[config.mk]
export PLATFORM = sky130hd
export DESIGN_NAME = modinv_helper_sequencer
export DESIGN_NICKNAME = d
export VERILOG_FILES = /design/src/rtl/modinv_helper_sequencer_pkg.sv /design/src/rtl/modinv_helper_sequencer.sv
export SDC_FILE = /design/constraint.sdc
export NUM_CORES = 1
export LEC_CHECK = 0
export CAP_MARGIN = 20
export CORE_MARGIN = 1
export CORE_UTILIZATION = 25
export DETAILED_ROUTE_END_ITERATION = 10
export GPL_ROUTABILITY_DRIVEN = 0
export PLACE_DENSITY = 0.43
export REMOVE_ABC_BUFFERS = 1
export SLEW_MARGIN = 15
export SYNTH_ARGS = -nofsm -noshare
export SYNTH_HDL_FRONTEND = slang
export SYNTH_SLANG_ARGS = --single-unit
[constraint.sdc]
create_clock -name clk -period 2.2 [get_ports clk]
set_input_delay 0.44 -clock clk [delete_from_list [all_inputs] [get_ports clk]]
set_output_delay 0.44 -clock clk [all_outputs]
set_load 0.01 [all_outputs]
[src/rtl/modinv_helper_sequencer_pkg.sv]
// Shared definitions for the modular-inverter helper sequencer: micro-op kinds,
// sequencer states and micro-op field layout.
package modinv_helper_sequencer_pkg;

  // Kind occupies the top bits of a micro-op; the remaining low bits are the argument.
  localparam int unsigned KindBits = 2;

  typedef enum logic [1:0] {
    UopExec      = 2'd0,
    UopLoopBegin = 2'd1,
    UopLoopEnd   = 2'd2,
    UopHalt      = 2'd3
  } uop_kind_e;

  typedef enum logic [2:0] {
    StIdle   = 3'd0,
    StFetch  = 3'd1,
    StDecode = 3'd2,
    StIssue  = 3'd3,
    StWait   = 3'd4
  } seq_state_e;

endpackage

[src/rtl/modinv_helper_sequencer.sv]
// Micro-program sequencer driving the inverter's helper engines from an external
// synchronous ROM, with one level of counted loops and sticky error reporting.
module modinv_helper_sequencer
  import modinv_helper_sequencer_pkg::*;
#(
  parameter int unsigned NUM_HELPERS     = 4,
  parameter int unsigned HELPER_IDX_BITS = 2,
  parameter int unsigned PROG_ADDR_BITS  = 6,
  parameter int unsigned UOP_WIDTH       = 8
) (
  input  logic                      clk,
  input  logic                      rst_n,
  input  logic                      ena,
  output logic                      rdy,
  output logic                      done,
  output logic                      err,
  input  logic [PROG_ADDR_BITS-1:0] prog_start,
  output logic [PROG_ADDR_BITS-1:0] uop_addr,
  input  logic [UOP_WIDTH-1:0]      uop_din,
  output logic [NUM_HELPERS-1:0]    hlp_ena,
  input  logic [NUM_HELPERS-1:0]    hlp_rdy
);

  localparam int unsigned ArgBits = UOP_WIDTH - KindBits;

  seq_state_e                state_q, state_d;
  logic [PROG_ADDR_BITS-1:0] pc_q, pc_d;
  logic [PROG_ADDR_BITS-1:0] loop_pc_q, loop_pc_d;
  logic [ArgBits-1:0]        loop_cnt_q, loop_cnt_d;
  logic                      loop_act_q, loop_act_d;
  logic [HELPER_IDX_BITS-1:0] idx_q, idx_d;
  logic                      done_q, done_d;
  logic                      err_q, err_d;

  uop_kind_e          kind;
  logic [ArgBits-1:0] arg;
  logic               pc_last;

  assign kind    = uop_kind_e'(uop_din[UOP_WIDTH-1 -: KindBits]);
  assign arg     = uop_din[ArgBits-1:0];
  assign pc_last = &pc_q;

  always_comb begin
    state_d    = state_q;
    pc_d       = pc_q;
    loop_pc_d  = loop_pc_q;
    loop_cnt_d = loop_cnt_q;
    loop_act_d = loop_act_q;
    idx_d      = idx_q;
    done_d     = 1'b0;
    err_d      = err_q;

    unique case (state_q)
      StIdle: begin
        if (ena) begin
          pc_d       = prog_start;
          err_d      = 1'b0;
          loop_act_d = 1'b0;
          state_d    = StFetch;
        end
      end

      StFetch: state_d = StDecode;

      StDecode: begin
        unique case (kind)
          UopExec: begin
            if (32'(arg) >= NUM_HELPERS) begin
              err_d   = 1'b1;
              done_d  = 1'b1;
              state_d = StIdle;
            end else begin
              idx_d   = arg[HELPER_IDX_BITS-1:0];
              state_d = StIssue;
            end
          end
          UopLoopBegin: begin
            if (loop_act_q || pc_last) begin
              err_d   = 1'b1;
              done_d  = 1'b1;
              state_d = StIdle;
            end else begin
              loop_cnt_d = (arg == '0) ? ArgBits'(1) : arg;
              loop_pc_d  = pc_q + 1'b1;
              loop_act_d = 1'b1;
              pc_d       = pc_q + 1'b1;
              state_d    = StFetch;
            end
          end
          UopLoopEnd: begin
            if (!loop_act_q) begin
              err_d   = 1'b1;
              done_d  = 1'b1;
              state_d = StIdle;
            end else if (loop_cnt_q > ArgBits'(1)) begin
              loop_cnt_d = loop_cnt_q - 1'b1;
              pc_d       = loop_pc_q;
              state_d    = StFetch;
            end else begin
              loop_act_d = 1'b0;
              if (pc_last) begin
                err_d   = 1'b1;
                done_d  = 1'b1;
                state_d = StIdle;
              end else begin
                pc_d    = pc_q + 1'b1;
                state_d = StFetch;
              end
            end
          end
          UopHalt: begin
            done_d  = 1'b1;
            state_d = StIdle;
          end
        endcase
      end

      StIssue: state_d = StWait;

      // The helper drops rdy on the issue edge, so rdy here always means completion.
      StWait: begin
        if (hlp_rdy[idx_q]) begin
          if (pc_last) begin
            err_d   = 1'b1;
            done_d  = 1'b1;
            state_d = StIdle;
          end else begin
            pc_d    = pc_q + 1'b1;
            state_d = StFetch;
          end
        end
      end

      default: state_d = StIdle;
    endcase
  end

  always_ff @(posedge clk or negedge rst_n) begin
    if (!rst_n) begin
      state_q    <= StIdle;
      pc_q       <= '0;
      loop_pc_q  <= '0;
      loop_cnt_q <= '0;
      loop_act_q <= 1'b0;
      idx_q      <= '0;
      done_q     <= 1'b0;
      err_q      <= 1'b0;
    end else begin
      state_q    <= state_d;
      pc_q       <= pc_d;
      loop_pc_q  <= loop_pc_d;
      loop_cnt_q <= loop_cnt_d;
      loop_act_q <= loop_act_d;
      idx_q      <= idx_d;
      done_q     <= done_d;
      err_q      <= err_d;
    end
  end

  // Decoded from the state register so the strobe falls with an asynchronous reset.
  always_comb begin
    hlp_ena = '0;
    if (state_q == StIssue) hlp_ena[idx_q] = 1'b1;
  end

  assign rdy      = (state_q == StIdle);
  assign done     = done_q;
  assign err      = err_q;
  assign uop_addr = pc_q;

endmodule

=== Word level (Yosys, flattened, before mapping) ===
Index checks and enable logic that the tools add are counted.

* Bits in registers: 26
* Input bits: 21
* Output and inout bits: 13
* Word-level logic and storage cells: 100

* $add $sub $neg: 2
* Magnitude comparators: 4
* Equality and inequality tests: 19
* Muxes and demuxes: 49
* Bitwise logic cells: 2
* Reductions and logical operators: 16

{| class="wikitable"
|+ Operator list
! operator !! count
|-
| $mux W6 || 10
|-
| $pmux W6 S2 || 2
|-
| $mux W1 || 22
|-
| $pmux W6 S3 || 1
|-
| $pmux W3 S5 || 1
|-
| $ne A3 B3 Y1 const B || 4
|-
| $pmux W3 S4 || 1
|-
| $reduce_and A6 Y1 || 2
|-
| $ne A2 B2 Y1 const B || 5
|-
| $reduce_and A7 Y1 || 1
|-
| $add A6 B1 Y6 const B || 1
|-
| $eq A3 B2 Y1 const B || 2
|-
| $ge A6 B3 Y1 const B || 1
|-
| $gt A6 B1 Y1 const B || 1
|-
| $logic_not A6 Y1 || 1
|-
| $mux W3 || 2
|-
| $pmux W1 S2 || 3
|-
| $pmux W1 S3 || 2
|-
| $reduce_and A3 Y1 || 2
|-
| $sub A6 B1 Y6 const B || 1
|-
| $reduce_and A5 Y1 || 1
|-
| $eq A2 B2 Y1 const B || 2
|-
| $mux W4 || 1
|-
| $ne A4 B2 Y1 const B || 1
|-
| 20 further kinds || 22
|}

=== Longest topological paths before layout ===
* Depth in word-level cells: 6
* Depth in mapped cells: 8
* Mapped depth without buffers: 7

=== Worst setup path after synthesis ===
No wires, ideal clock.

* Path kind: register to register
* From: register pc_q[0], in the netlist uop_addr[0]
* To: register loop_pc_q[1]
* Setup time: 125 ps
* Arrival: 1955 ps
* Required time: 2075 ps
* Path slack: 120 ps
* Stages on the path, launching flop included: 6
* Clock period less this slack: 2080 ps
* Path through: dfrtp_1 ha_1 and4_1 a2111oi_4 nand2_1 mux2_2

* Longest elaborated chain between the ends: 4
* Elaborated cells between the ends (all ways): 5

{| class="wikitable"
|+ Ends and longest elaborated chain
! item !! RTL line !! RTL
|-
| from (decl) || modinv_helper_sequencer.sv:27 || <nowiki>logic [PROG_ADDR_BITS-1:0] pc_q, pc_d;</nowiki>
|-
| from (signal assigned) || modinv_helper_sequencer.sv:150 || <nowiki>pc_q <= pc_d;</nowiki>
|-
| branches (longest 4 deep; another with $add A6 B1 Y6) || -- ||
|-
| to (signal assigned) || modinv_helper_sequencer.sv:151 || <nowiki>loop_pc_q <= loop_pc_d;</nowiki>
|-
| to (decl) || modinv_helper_sequencer.sv:28 || <nowiki>logic [PROG_ADDR_BITS-1:0] loop_pc_q, loop_pc_d;</nowiki>
|}

Several ways; the timed one is not identified.
A chain may end at the register's enable or synchronous reset.

=== Worst setup path in the final report ===
* From: register loop_cnt_q[3]
* To: register pc_q[2], in the netlist uop_addr[2]

* Longest elaborated chain between the ends: 5

{| class="wikitable"
|+ Ends and longest elaborated chain
! item !! RTL line !! RTL
|-
| from (decl) || modinv_helper_sequencer.sv:29 || <nowiki>logic [ArgBits-1:0] loop_cnt_q, loop_cnt_d;</nowiki>
|-
| from (signal assigned) || modinv_helper_sequencer.sv:152 || <nowiki>loop_cnt_q <= loop_cnt_d;</nowiki>
|-
| $gt A6 B1 Y1 || modinv_helper_sequencer.sv:95 || <nowiki>end else if (loop_cnt_q > ArgBits'(1)) begin</nowiki>
|-
| $mux W6 || modinv_helper_sequencer.sv:95 ||
|-
| $mux W6 || modinv_helper_sequencer.sv:91 || <nowiki>if (!loop_act_q) begin</nowiki>
|-
| $pmux W6 S2 || modinv_helper_sequencer.sv:66 || <nowiki>unique case (kind)</nowiki>
|-
| $pmux W6 S3 || modinv_helper_sequencer.sv:53 || <nowiki>unique case (state_q)</nowiki>
|}

No other way between the ends. The select of a mux whose other input is x is not followed.

==> metrics.cfg <==
[cts]
clock-sinks=26
cts_tree=built
clk_pin_slew_ns=0.10
h-tree-depth=1
clockBufferDepth=2
insertion_delay_ns=0.28
clockRootBuffer=clkbuf_8
cts_buffers=3

[global_route]
track_usage_pct=14.6
grt_use_met2_pct=22.6
grt_overflow=0
grt_max_degree=27
grt_use_met3_pct=2.56
grt_pass1_vias=1672
top_usage_layer=met2
grt_pass1_wl_um=8650
grtUsageMet1_pct=21.5
antenna_found_initial=0

[sta]
min_period_ns=2.12
fin_skew_ns=0.00514
slew_headroom_pct=62.7
post-route-period-util_pct=96.2
hold_viol=0
rsz0062_at_grt=true
setup_slack_ns=0.0825
setup_viol=0
tightest_slew_ns=0.559
slew_viol_final=0
max_freq_mhz=472
tns_ns=0

[logic_synthesis]
synth_seq_cells=26
yosysSeqAreaShare_pct=36.1
syn_area_um2=1800
ys_types=52
syn_area_per_cell_um2=8.66
synthArstFlopShare_pct=100
ys_top_cells_by_area=dfrtp_1, nand2_1, nor2_1
synth_top_area_cell=dfrtp_1
yosys.area.top_type_share_pct=36.1
synth_flop_cell=dfrtp_1
postSynthCellCount=208
yosys_warnings=0
synth_edf_count=0

[worst_setup_path]
cp.arrival_ns=2.32
worst-setup-path-type=reg -> reg
path_max_fanout=4
critPathCaptureType=flop
setup.worst_path.start_class=flop
required_ns=2.40

[routing]
routedWlPerCell_um=14.1
vias_per_cell=4.78
vias=1767
routed_wl_um=5200
drtIter0Drc=67
first_pass_iters=5
ant_nets=0
drcViolationCount=0

[placed_design]
post-place-ws_ns=-0.244
place_area_um2=2500
portBuffers=33
dpl.hpwl_um=3970

[floorplan]
die_h_um=86.9
ios=34
die_x_um=86.9
num_rows=30
initial_core_util_pct=26.2
dieArea_um2=7550
coreArea_um2=6870

[final_layout]
drive_above_1_share_pct=25.5
fin_util_pct=37.9
nNetsFinal=299
design_area_um2=2600
area_growth_pct=44.5
diodes=0

[worst_hold_path]
hp-class=reg -> reg

[run]
cap_violations=0

[pwr]
p_per_area_nw_per_um2=1120
vdd_drop_max_mv=0.403
leakage_nw=1.13

[outcome]
status=finished clean

sequential cells by signal, indices dropped and copies added, names as in the netlist:
signal and count:
err 1, idx_q 2, loop_act_q 1, loop_pc_q 6, state_q 3, loop_cnt_q 6, uop_addr 6, done 1
worst max-delay path, stage by stage (launching register included):
cell and delay (ns):
dfrtp_1 0.39, or4_4 0.56, o41a_1 0.51, buf_4 0.17, a311oi_2 0.20, a2111oi_2 0.06
nor3_1 0.14
logic make-up (layout without fill, tap and decap cells):
logic type	after synthesis	count (layout)	share of synthesized area, %
mux	6	6	4.37
flops	26	26	36.1
compound gates	67	67	27.5
fa+ha+maj	3	3	2.08
xor+xnor	3	3	1.46
buf+inv	15	81	3.96
simple gates	88	88	24.5
cells in the mapped netlist (3+ instances only):
master and n:
a21oi_1 14, a221oi_1 4, a22oi_1 3, a31oi_1 4
buf_2 6, dfrtp_1 26, ha_1 3, inv_1 6
mux2_2 5, nand2_1 27, nand2b_1 6, nand3_1 4
nor2_1 22, nor2b_1 3, nor3_1 9, o21ai_0 13
o22ai_1 4, o31ai_2 4, xor2_1 3
layer usage:
| layer | wire [µm] | up-vias | share of wire (%) |
|---|---|---|---|
| met5 | 0 | - | 0 |
| met4 | 24 | 0 | 0.46 |
| met3 | 182 | 2 | 3.5 |
| met2 | 2250 | 36 | 43 |
| met1 | 2740 | 824 | 53 |
| li1 | - | 905 | - |
area by class of cell:
cell class	count	area, µm²
fill	713	4270
inverter	6	22.5
timing repair buffer	71	647
clock buffer	4	55.1
tap	96	120
sequential	26	651
multi-input combinational	167	1110
worst paths after layout:
| check | start | endpoint | slack (ns) | cells past startpoint |
|---|---|---|---|---|
| worst max-delay path | loop_cnt_q[3] | uop_addr[2] | 0.08 | 6 |
| worst min-delay path | loop_pc_q[5] | loop_pc_q[5] | 0.48 | 1 |
| worst max register to register | loop_cnt_q[3] | uop_addr[2] | 0.08 | 6 |
| worst min register to register | loop_pc_q[5] | loop_pc_q[5] | 0.48 | 1 |
| max in group asynchronous | rst_n | loop_pc_q[5] | 1.39 | 2 |
| min in group asynchronous | rst_n | err | 0.54 | 2 |
per-stage QoR:
step / cells / total power [mW] / hold slack [ns]
after global placement: 364 / 2.58 / 0.459
after floorplan: 199 / 1.79 / 0.144
after detailed placement: 364 / 2.58 / 0.469
after CTS: 368 / 2.92 / 0.492
after global routing: 370 / 3.18 / 0.514
final: 370 / 2.92 / 0.485
where the power goes:
part           internal (mW)  switching [mW]  total (mW)  leakage (nW)
combinational          0.865           0.911        1.78         0.769
clock                  0.160           0.162       0.322        0.0288
sequential             0.675           0.142       0.818         0.330
placed cells by master (no fill, tap or decap), drive strengths merged, types with 5 or more instances in the layout:
master         instances
nor3                   9
buf                   38
nor2                  24
nand2b                 6
o21ai                 14
dfrtp                 26
o31ai                  6
clkdlybuf4s50         29
mux2                   5
nand2                 27
a21oi                 14
inv                    6
what timing repair did:
action	4_1_cts	5_1_grt
pin swaps	0	7
resized for setup	2	9
setup buffers	0	3
endpoints found under the setup margin	4	16
hold buffers	0	0
No activity file was read; power rests on OpenSTA's default activity.
